==> config.mk <==
export PLATFORM = sky130hd
export DESIGN_NAME = serial_add_seq
export DESIGN_NICKNAME = d
export VERILOG_FILES = /design/src/rtl/serial_add_seq.sv
export SDC_FILE = /design/constraint.sdc
export NUM_CORES = 1
export LEC_CHECK = 0
export ABC_AREA = 1
export CAP_MARGIN = 5
export CORE_UTILIZATION = 56
export DETAILED_ROUTE_END_ITERATION = 7
export GPL_TIMING_DRIVEN = 0
export HOLD_SLACK_MARGIN = 0.05
export PLACE_DENSITY = 0.93
export SYNTH_ARGS = -nofsm -noshare
export SYNTH_HDL_FRONTEND = slang
export SYNTH_HIERARCHICAL = 1
export SYNTH_SLANG_ARGS = --single-unit
==> constraint.sdc <==
create_clock -name clk -period 2.91 [get_ports clk]
set_input_delay 0.582 -clock clk [delete_from_list [all_inputs] [get_ports clk]]
set_output_delay 0.582 -clock clk [all_outputs]
set_load 0.05 [all_outputs]
==> src/rtl/serial_add_seq.sv <==
// Bit-serial adder sequencer: adds two WIDTH-bit operands one bit per clock, LSB first,
// through a single full-adder cell built from two half adders.

module half_adder (
    input  logic x,
    input  logic y,
    output logic s,
    output logic c
);
    assign s = x ^ y;
    assign c = x & y;
endmodule

module serial_add_seq #(
    parameter int WIDTH = 8
) (
    input  logic             clk,
    input  logic             rst_n,
    input  logic             start,
    input  logic [WIDTH-1:0] a,
    input  logic [WIDTH-1:0] b,
    output logic             busy,
    output logic             done,
    output logic [WIDTH-1:0] sum,
    output logic             cout
);
    localparam int CNT_W = (WIDTH > 1) ? $clog2(WIDTH) : 1;
    localparam logic [CNT_W-1:0] LAST_CNT = CNT_W'(WIDTH - 1);

    typedef enum logic [1:0] {
        IDLE = 2'd0,
        ADD  = 2'd1,
        DONE = 2'd2
    } state_t;

    state_t             state_r;
    state_t             state_s;
    logic               last_s;
    logic [WIDTH-1:0]   a_sr_r;
    logic [WIDTH-1:0]   b_sr_r;
    logic [WIDTH-1:0]   s_sr_r;
    logic [WIDTH-1:0]   sum_r;
    logic               cout_r;
    logic               carry_r;
    logic [CNT_W-1:0]   cnt_r;
    logic               s0_s;
    logic               c0_s;
    logic               c1_s;
    logic               bit_s;
    logic               carry_next_s;
    logic [WIDTH-1:0]   s_shift_s;

    half_adder u_ha0 (.x(a_sr_r[0]), .y(b_sr_r[0]), .s(s0_s),  .c(c0_s));
    half_adder u_ha1 (.x(s0_s),      .y(carry_r),   .s(bit_s), .c(c1_s));

    assign carry_next_s = c0_s | c1_s;
    assign s_shift_s    = {bit_s, s_sr_r[WIDTH-1:1]};

    // Next-state decode; last_s marks the edge that processes the MSB.
    always_comb begin
        state_s = state_r;
        last_s  = 1'b0;
        case (state_r)
            IDLE: begin
                if (start) begin
                    state_s = ADD;
                end else begin
                    state_s = IDLE;
                end
            end
            ADD: begin
                if (cnt_r == LAST_CNT) begin
                    last_s  = 1'b1;
                    state_s = DONE;
                end else begin
                    state_s = ADD;
                end
            end
            DONE:    state_s = IDLE;
            default: state_s = IDLE;
        endcase
    end

    // FSM state register.
    always_ff @(posedge clk) begin
        if (!rst_n) begin
            state_r <= IDLE;
        end else begin
            state_r <= state_s;
        end
    end

    // Operand/result shift registers, carry, bit counter and result registers.
    always_ff @(posedge clk) begin
        if (!rst_n) begin
            a_sr_r  <= '0;
            b_sr_r  <= '0;
            s_sr_r  <= '0;
            carry_r <= 1'b0;
            cnt_r   <= '0;
            sum_r   <= '0;
            cout_r  <= 1'b0;
        end else begin
            case (state_r)
                IDLE: begin
                    if (start) begin
                        a_sr_r  <= a;
                        b_sr_r  <= b;
                        carry_r <= 1'b0;
                        cnt_r   <= '0;
                    end
                end
                ADD: begin
                    a_sr_r  <= {1'b0, a_sr_r[WIDTH-1:1]};
                    b_sr_r  <= {1'b0, b_sr_r[WIDTH-1:1]};
                    s_sr_r  <= s_shift_s;
                    carry_r <= carry_next_s;
                    cnt_r   <= cnt_r + CNT_W'(1);
                    if (last_s) begin
                        sum_r  <= s_shift_s;
                        cout_r <= carry_next_s;
                    end
                end
                DONE:    ;
                default: ;
            endcase
        end
    end

    assign busy = (state_r == ADD);
    assign done = (state_r == DONE);
    assign sum  = sum_r;
    assign cout = cout_r;
endmodule

Word-level counts from Yosys, hierarchy flattened
Index checks and enable logic that the tools add are counted.
{"block": "word_totals", "regBits": 39, "inputBits": 19}
{"block": "classes", "n_addsub": 1, "n_eq_ne": 4, "mux": 13, "n_bitwise": 5, "n_reduce_logical": 4}
{"op": "$pmux W8 S2", "count": 2}
{"op": "$mux W8", "count": 2}
{"op": "$pmux W3 S2", "count": 1}
{"op": "$mux W1", "count": 4}
{"op": "$pmux W2 S2", "count": 1}
{"op": "$reduce_and A2 Y1", "count": 2}
{"op": "$add A3 B1 Y3 const B", "count": 1}
{"op": "$eq A3 B3 Y1 const B", "count": 1}
{"op": "$mux W3", "count": 1}
{"op": "$and A1 B1 Y1", "count": 2}
{"op": "$eq A2 B1 Y1 const B", "count": 1}
{"op": "$eq A2 B2 Y1 const B", "count": 1}
{"op": "$logic_not A2 Y1", "count": 1}
{"op": "$mux W2", "count": 1}
{"op": "$ne A2 B2 Y1 const B", "count": 1}
{"op": "$pmux W1 S2", "count": 1}
{"op": "$reduce_bool A2 Y1", "count": 1}
{"op": "$xor A1 B1 Y1", "count": 2}
{"op": "$or A1 B1 Y1", "count": 1}

Logic depth before layout (Yosys ltp)
{"block": "depth", "depth_word": 4, "depth_mapped": 8, "mapped_depth_nobuf": 6}

Hierarchy
The synthesis kept the hierarchy.
{"mod": "serial_add_seq", "n_inst": 1, "cells_per_inst": 258, "area_each_um2": 1699.1, "seq_area_each_um2": 760.7}
{"mod": "half_adder", "n_inst": 2, "cells_per_inst": 1, "area_each_um2": 12.5, "seq_area_each_um2": 0.0}

Worst setup path before layout
No wires, ideal clock.
{"block": "synth_path", "kind": "register to output", "from": "register state_r[0]", "to": "output port done", "arrival_ps": 1309, "required_ps": 2328, "setup_slack_ps": 1019, "path_stages_with_launch": 4, "cell_sequence": "dfxtp_1 -> buf_4 -> clkbuf_1 -> nor2_1"}
{"block": "synth_via", "elab_chain_cells": 1}
{"item": "from (decl)", "line_no": "36", "source": "state_t state_r;"}
{"item": "from (signal assigned)", "line_no": "89", "source": "state_r <= state_s;"}
{"item": "$eq A2 B2 Y1", "line_no": "131", "source": "assign done = (state_r == DONE);"}
{"item": "to (decl)", "line_no": "23", "source": "output logic done,"}
Every way passes these cells.

Worst setup path after layout
{"block": "layout_path", "from": "register state_r[0]", "to": "output port busy"}
{"block": "layout_via", "elab_chain_cells": 1}
{"item": "$eq A2 B1 Y1", "line_no": "130", "source": "assign busy = (state_r == ADD);"}
{"item": "to (decl)", "line_no": "22", "source": "output logic busy,"}
Every way passes these cells.

==> metrics.cfg <==
[status]
status=finished, violations left
violations=design-rule violations

[sta]
finalHoldViolations=0
whs_ns=0.473
tightest_slew_ns=0.500
drv_slew=0
skew_ns=0.00891
rsz0062_at_grt=false
max_freq_ghz=0.374
period_share=0.918
finalWorstPathRequiredPeriod_ns=2.67
setup_violations=0
tns_ns=0
setup_slack_ns=0.238
slew_headroom=0.666

[clock_network]
cts_buffers=5
cts_resized=0
cts_sinks=38
post_cts_buffers=0
cts_hold_buf=0
clockBufferDepth=2
clkLatencyLatePin_ns=0.35
cts_tree=yes
cts_root_buf=clkbuf_4
h-tree-depth=2
clk_pin_slew_ns=0.12

[critical_path]
crit_arrival_ns=2.09
path_cells=buf_4, inv_2, nor2_4, buf_4, clkdlybuf4s50_1
cp-end-kind=primary output
cpPeakStageDelay_ns=0.82
path_class=flip-flop to primary output
crit_slowest_cell=clkdlybuf4s50_1
critical_path_required_ns=2.33
cp_common_cell=buf_4
worstPathMaxFanout=10
critPathLaunchType=flip-flop

[routing]
route.vias.total=1651
drc_errors=1
wl_per_cell_microns=10.8
viasPerCell=5.03
dr.pass1.iters=6
drt-total-wl_microns=3550
dr.first_iter.drc_count=69
drtAntennaViolNets=0

[layout]
syn2layout_area_growth_pct=22.8
final_nets=319
layout_commonest_cell=nand2_1
n_antenna_cell=0
drive_above_1_share=0.0808
final_cell_mix=85 x nand2_1, 56 x nor2_1, 38 x dfxtp_1, 29 x clkdlybuf4s50_1, 22 x inv_1

[die]
initial_core_util=0.609
die_area_sq_mm=0.00330
die_x_microns=57.5
io_pins=30
coreArea_sq_mm=0.00283
rows=19
fp.dieH_microns=57.5

[place]
place.gp.congestion=0.770
place.detailed.hpwl_microns=2530
numPortBuffers=29
place_ws_ns=0.647

[power_and_ir_drop]
leakagePower_nw=1.02
powerDensity_mw_per_mm2=488
ir_drop_uv=409

[global_route]
antenna_found_initial=0
grt_pass1_wl_microns=6200
grt_start_max_net_pins=13
gr-total-overflow=0
grt_pass1_vias=1494
grt_usage=0.245

[hold_path]
hold_class=flip-flop to flip-flop

[synthesis]
netlist_area_sq_mm=0.00172
ys_ff_latch=38
syn-instance-count=260
ys_warn_count=6
synth_seq_area_share=0.441
synth_nets=283
ys_types=20
synth_area_per_cell_sq_um=6.63

[run]
cap_violations=0

-- synth_stat cells, drive strengths merged --
library cell  number  share of area
a21oi              6          0.017
buf               11          0.039
clkbuf             2         0.0044
clkinv             1         0.0022
dfxtp             38           0.44
ha                 4          0.029
inv               24          0.052
nand2             86           0.19
nand3             21          0.061
nor2              58           0.13
o21ai              9          0.033
-- layer usage --
| metal | up-vias | GRT usage | share of wire | wire [microns] |
|---|---|---|---|---|
| li1 | 859 | - | - | - |
| met1 | 752 | 0.306 | 0.46 | 1620 |
| met2 | 33 | 0.399 | 0.49 | 1740 |
| met3 | 7 | 0.0703 | 0.037 | 133 |
| met4 | 0 | 0.0976 | 0.015 | 55 |
| met5 | - | 0 | 0 | 0 |
-- cell type report --
| cell class | count | area (sq um) |
|---|---|---|
| Clock inverter | 2 | 12.5 |
| Inverter | 25 | 93.8 |
| Fill cell | 222 | 712 |
| Sequential cell | 38 | 761 |
| Tap cell | 31 | 38.8 |
| Multi-Input combinational cell | 184 | 795 |
| Clock buffer | 6 | 51.3 |
| Timing Repair Buffer | 29 | 290 |
| Buffer | 13 | 75.1 |
-- worst max-delay path: cells and delay by family, from the launching register on --
family | cells | cell delay [ns]
buf+inv | 4 | 1.26
flops | 1 | 0.33
simple gates | 1 | 0.14
-- sequential cells by signal, indices dropped and copies added, names as in the netlist --
register  count
state_r       2
cnt_r         3
a_sr_r        8
cout          1
s_sr_r        7
carry_r       1
b_sr_r        8
sum           8
-- kinds of logic after synthesis --
logic type,Yosys count,synth area share
simple gates,165,0.382
buf+inv,38,0.0980
fa+ha+maj,4,0.0290
compound gates,15,0.0501
flops,38,0.441
-- power by group --
part           switching (mW)  leakage [nW]  internal (mW)  total [mW]
logic                  0.0961         0.678         0.0726       0.169
registers              0.0183         0.312          0.552       0.570
clock network           0.179        0.0343          0.116       0.295
-- metrics by stage --
| stage | total power, mW | utilization | cell area (sq um) | std cells |
|---|---|---|---|---|
| after detailed placement | 0.749 | 0.726 | 2050 | 320 |
| after global placement | 0.743 | 0.726 | 2050 | 320 |
| after global routing | 1.09 | 0.748 | 2120 | 328 |
| after floorplan | 0.692 | - | 1720 | 260 |
| after CTS | 1.04 | 0.748 | 2120 | 328 |
| final | 1.03 | 0.748 | 2120 | 328 |
-- worst paths after layout --
path | start | endpoint | slack [ns] | cells past startpoint
max | state_r[0]$_SDFF_PN0_ | busy | 0.24 | 5
min | s_sr_r[5]$_SDFFE_PN0N_ | sum[4]$_SDFFE_PN0P_ | 0.47 | 2
max reg2reg | cnt_r[0]$_SDFFE_PN0P_ | sum[0]$_SDFFE_PN0P_ | 1.64 | 7
min reg2reg | s_sr_r[5]$_SDFFE_PN0N_ | sum[4]$_SDFFE_PN0P_ | 0.47 | 2
No activity file was read; power rests on OpenSTA's default activity.
